`src/rtl/reg_file_pkg.sv`:
```
// Widths shared by the decode, execute and write-back stages so that
// every stage agrees on register address and data sizes.
package reg_file_pkg;

  localparam int REG_FILE_ADDR_LEN = 4;
  localparam int REG_FILE_SIZE     = 32;

endpackage : reg_file_pkg

```
`src/rtl/reg_file_read_port.sv`:
```
// Combinational read mux over the flattened register array.
// Optionally forces register 0 to read as zero.
module reg_file_read_port
  import reg_file_pkg::*;
#(
  parameter int ADDR_LEN   = REG_FILE_ADDR_LEN,
  parameter int DATA_WIDTH = REG_FILE_SIZE,
  parameter int ZERO_REG   = 0
) (
  input  logic [(2**ADDR_LEN)*DATA_WIDTH-1:0] regs,
  input  logic [ADDR_LEN-1:0]                 addr,
  output logic [DATA_WIDTH-1:0]               data
);

  always_comb begin
    data = regs[int'(addr)*DATA_WIDTH +: DATA_WIDTH];
    if ((ZERO_REG != 0) && (addr == '0)) begin
      data = '0;
    end
  end

endmodule : reg_file_read_port

```
`src/rtl/reg_file.sv`:
```
// ID-stage register file: two combinational read ports, one synchronous
// write port, async active-low clear of every register.
module reg_file
  import reg_file_pkg::*;
#(
  parameter int ADDR_LEN   = REG_FILE_ADDR_LEN,
  parameter int DATA_WIDTH = REG_FILE_SIZE,
  parameter int ZERO_REG   = 0
) (
  input  logic                  clk,
  input  logic                  rst,
  input  logic                  writeEn,
  input  logic [ADDR_LEN-1:0]   src1,
  input  logic [ADDR_LEN-1:0]   src2,
  input  logic [ADDR_LEN-1:0]   dest,
  input  logic [DATA_WIDTH-1:0] writeVal,
  output logic [DATA_WIDTH-1:0] reg1,
  output logic [DATA_WIDTH-1:0] reg2
);

  localparam int DEPTH = 2**ADDR_LEN;

  logic [DATA_WIDTH-1:0]       regs [DEPTH];
  logic [DEPTH*DATA_WIDTH-1:0] regs_flat;
  logic                        write_ok;

  // Register 0 is hardwired when ZERO_REG is set, so its writes are dropped.
  assign write_ok = writeEn && !((ZERO_REG != 0) && (dest == '0));

  always_ff @(posedge clk or negedge rst) begin
    if (!rst) begin
      for (int i = 0; i < DEPTH; i++) begin
        regs[i] <= '0;
      end
    end else if (write_ok) begin
      regs[dest] <= writeVal;
    end
  end

  for (genvar g = 0; g < DEPTH; g++) begin : g_flat
    assign regs_flat[g*DATA_WIDTH +: DATA_WIDTH] = regs[g];
  end

  reg_file_read_port #(
    .ADDR_LEN  (ADDR_LEN),
    .DATA_WIDTH(DATA_WIDTH),
    .ZERO_REG  (ZERO_REG)
  ) u_read1 (
    .regs(regs_flat),
    .addr(src1),
    .data(reg1)
  );

  reg_file_read_port #(
    .ADDR_LEN  (ADDR_LEN),
    .DATA_WIDTH(DATA_WIDTH),
    .ZERO_REG  (ZERO_REG)
  ) u_read2 (
    .regs(regs_flat),
    .addr(src2),
    .data(reg2)
  );

  a_write_en_known: assert property (@(posedge clk) disable iff (!rst)
    !$isunknown(writeEn))
    else $error("writeEn unknown at clock edge");

  a_read_known: assert property (@(posedge clk) disable iff (!rst)
    !$isunknown({reg1, reg2}))
    else $error("read data unknown after reset");

endmodule : reg_file

```
`config.mk`:
```
export PLATFORM = sky130hd
export DESIGN_NAME = reg_file
export DESIGN_NICKNAME = d
export VERILOG_FILES = /design/src/rtl/reg_file_pkg.sv /design/src/rtl/reg_file_read_port.sv /design/src/rtl/reg_file.sv
export SDC_FILE = /design/constraint.sdc
export NUM_CORES = 1
export LEC_CHECK = 0
export ABC_CLOCK_PERIOD_IN_PS = 1700
export CAP_MARGIN = 10
export CORE_ASPECT_RATIO = 1.5
export CORE_MARGIN = 2
export CORE_UTILIZATION = 61
export CTS_CLUSTER_DIAMETER = 50
export DETAILED_ROUTE_END_ITERATION = 6
export PLACE_DENSITY = 0.86
export RECOVER_POWER = 50
export SYNTH_ARGS = -nofsm -noshare
export SYNTH_HDL_FRONTEND = slang
export SYNTH_SLANG_ARGS = --single-unit
```
`constraint.sdc`:
```
create_clock -name clk -period 1.7 [get_ports clk]
set_input_delay 0.17 -clock clk [delete_from_list [all_inputs] [get_ports clk]]
set_output_delay 0.17 -clock clk [all_outputs]
set_load 0.02 [all_outputs]
```
==> flow_summary.yaml <==
outcome:
  status: "finished with violations"
  violated_checks: "max-capacitance violations, max-slew violations, negative setup slack"
timing:
  fin_ws_ps: -596
  fin_hold_ws_ps: 515
  max-slew-margin-rel_pct: -10.7
  setup_violations: 114
  finalMaxSlewViolations: 41
  hold_viol: 0
  rsz_0062_raised_after_global_routing: "true"
  final.setup_skew_ps: 0
  finalCritPeriodShare_pct: 135
  transition_at_the_pin_with_the_smallest_max_transition_slack_ps: 1660
  fin_tns_setup_ps: -28090
  fin_crit_ps: 2300
  max_freq_mhz: 435
logic_synthesis:
  post_synth_num_cell_types: 19
  postSynthAreaPerCell_um2: 15.8
  muxShareOfSynthArea_pct: 43.6
  synthAdderAreaFrac_pct: 0
  ys_top_cells_by_area: "sky130_fd_sc_hd__dfrtp_1, sky130_fd_sc_hd__mux4_2, sky130_fd_sc_hd__mux2_2"
  synth_simple_gate_area_share_pct: 1.57
  synth_top_family_by_area: "multiplexers"
  syn_nets: 1723
  post-synth-top-area-cell: "sky130_fd_sc_hd__dfrtp_1"
  syn_inst: 1676
  ys_seq_elements: 512
  synth.cell_area_um2: 26500
  post_synth_xor_area_fraction_pct: 0
  synth-compound-area-share_pct: 3.63
  synth.yosys.warnings: 0
  yosysSeqAreaShare_pct: 48.4
  synth_top_area_share_pct: 48.4
placement:
  gp_congestion: 0.853
  place.detailed.hpwl_um: 50200
  detailed_place.area_um2: 30100
  io_buffer_count: 110
worst_setup_path:
  worst_path_max_delay_cell: "sky130_fd_sc_hd__mux4_2"
  worstReg2RegStart: "regs[404]$_DFFE_PN0P_"
  critical_path_required_ps: 1530
  critical_path.startpoint: "regs[384]$_DFFE_PN0P_"
  timing_worst_setup_path_type: "flop to primary output"
  worst-r2r-setup-slack_ps: 650
  critical_path.startpoint_type: "flop"
  critical_path.max_stage_delay_ps: 570
  timing.critical_path.buf_inv: 1
  timing.critical_path.max_delay_family: "multiplexers"
  setup.worst_path.end_class: "primary output"
  reg2reg_to: "regs[404]$_DFFE_PN0P_"
  timing.reg2reg.worst_path_depth: 3
  critical_path.cell_chain: "mux4_2 -> a22oi_2 -> nand2_2 -> buf_6"
  data_arrival_time_at_the_worst_slack_endpoint_ps: 2130
  critPathMaxFanout: 3
worst_hold_path:
  hold-path-cell-count: 1
  hold_path_end: "regs[378]$_DFFE_PN0P_"
  holdCritStartpoint: "regs[378]$_DFFE_PN0P_"
  timing.hold.worst.class: "flop to flop"
drt:
  route.detailed.wl_per_inst_um: 32.8
  drtPass1Iterations: 5
  route.vias.total: 18400
  route.detailed.drc: 0
  remaining_antenna_violation_count_after_routing: 0
  finalWirelength_um: 82200
  drt_iter0_drc: 2049
  via_per_inst: 7.34
cts:
  tritoncts.num_buffers: 48
  ctsRootBufferMaster: "sky130_fd_sc_hd__clkbuf_16"
  clock_insertion_delay_worst_skew_ps: 580
  cts_buffer_depth: 3
  h-tree-depth: 2
  cts.clk_slew.worst_paths_ps: 70
  tritoncts_clock_tree: "yes"
  numClockSinks: 512
floorplan:
  core_area_um2: 42900
  start_util_pct: 61.6
  total_die_area_um2: 45100
  io-pin-count: 111
  die_h_um: 259
  dieWidth_um: 174
  rows: 93
power:
  static_leakage_nw: 13.6
  irDropWorstVdd_v: 0.000763
  areal_power_density_over_the_cells_nw_per_um2: 1220
  design_power_total_mw: 39.7
layout:
  drive_gt1_share_pct: 66.4
  fin_nets: 1949
  final_cell_area_um2: 32700
  areaGrowthSynthToFinish_pct: 23.5
  largest_register_ff_count: 512
  top_regs: "regs: 512 flops"
  final_util_pct: 76.1
  largest_register: "regs"
grt:
  number_of_global_route_vias_before_repair: 20100
  grt_max_degree: 69
  grt_overflow: 0
  grt_util_all_layers_pct: 36.8
  antenna_found_initial: 4
  wire_length_of_the_first_global_routing_pass_um: 123000
flow_run:
  cap_viol_max_count: 1
## report_power, final
group	switching, mW	leakage, nW	internal [mW]	total, mW
Sequential	2.40	6.28	15.0	17.4
Clock	4.70	0.763	6.20	10.9
Combinational	4.60	6.57	6.77	11.4
## layout by cell type, fill, tap and decap left out, types with 2 or more instances in the layout
cell                                n
sky130_fd_sc_hd__and2_2             2
sky130_fd_sc_hd__nand3b_1           4
sky130_fd_sc_hd__clkbuf_8          13
sky130_fd_sc_hd__buf_4            150
sky130_fd_sc_hd__bufinv_16          3
sky130_fd_sc_hd__nor2b_4            4
sky130_fd_sc_hd__clkdlybuf4s50_1   41
sky130_fd_sc_hd__buf_12            77
sky130_fd_sc_hd__mux2_2           495
sky130_fd_sc_hd__a22oi_2          106
sky130_fd_sc_hd__mux2_1            17
sky130_fd_sc_hd__mux4_2           256
sky130_fd_sc_hd__dfrtp_1          511
sky130_fd_sc_hd__diode_2            4
sky130_fd_sc_hd__clkinv_2           6
sky130_fd_sc_hd__buf_6             72
sky130_fd_sc_hd__nand2b_1           2
sky130_fd_sc_hd__buf_2              2
sky130_fd_sc_hd__or3_2              3
sky130_fd_sc_hd__a22oi_1           22
sky130_fd_sc_hd__clkbuf_1          12
sky130_fd_sc_hd__nand2_1           38
sky130_fd_sc_hd__nor2_4            11
sky130_fd_sc_hd__nand2_2           27
sky130_fd_sc_hd__clkbuf_16         49
## worst max-delay path by stage
stage               to  slack (ps)  cells after the start
6_report       reg2[0]        -600                      4
5_1_grt        reg2[0]        -630                      4
4_1_cts        reg1[1]        -520                      5
3_5_place_dp   reg1[1]        -710                      6
3_3_place_gp   reg1[1]        -700                      6
2_1_floorplan  reg1[0]         -30                      5
## layer usage
layer	up-vias	track usage (%)	part of all wire [%]
li1	6990	-	-
met1	9715	43.0	33
met2	1261	60.5	50
met3	442	9.61	9.2
met4	6	24.6	7.3
met5	-	0	0.045
## worst reg2reg max path: cells and delay by family, from the launching register on
| kind | cells | cell delay, ps |
|---|---|---|
| buffers and inverters | 2 | 240 |
| flip-flops | 1 | 400 |
| multiplexers | 1 | 280 |
## synthesized netlist by cell type, drive strengths merged
cell,n
dfrtp,512
mux2,512
mux4,256
a22oi,128
clkbuf,90
buf,82
nand2,66
nor2,12
nand3b,4
nor2b,4
or3,3
and2,2
nand2b,2
and3,1
nand3,1
nor3b,1
## repair_timing
action,CTS,global route
resized for setup,461,55
endpoints found under the hold margin,343,0
pin swaps,120,35
endpoints found under the setup margin,64,64
buffers inserted,26,14
hold buffers,1,0
## logic make-up after synthesis
family / count (synthesis)
multiplexers: 768
flip-flops: 512
buffers and inverters: 172
AO/OA/AOI/OAI: 128
AND/OR/NAND/NOR: 96
## area by class of cell
cell class / count / area [um^2]
well taps: 570 / 713
diodes: 4 / 10.0
clock buffers: 72 / 1420
clock inverters: 10 / 128
flip-flops and latches: 512 / 12800
fillers: 2109 / 10300
repair buffers: 348 / 3960
multi-input cells: 992 / 13600
## stage by stage
step                setup WS (ps)  instances
finish                       -596       2508
global route                 -635       2504
CTS                          -519       2490
detailed placement           -711       2384
global placement             -704       2384
floorplan                   -34.0       1676
No activity file was read; power rests on OpenSTA's default activity.
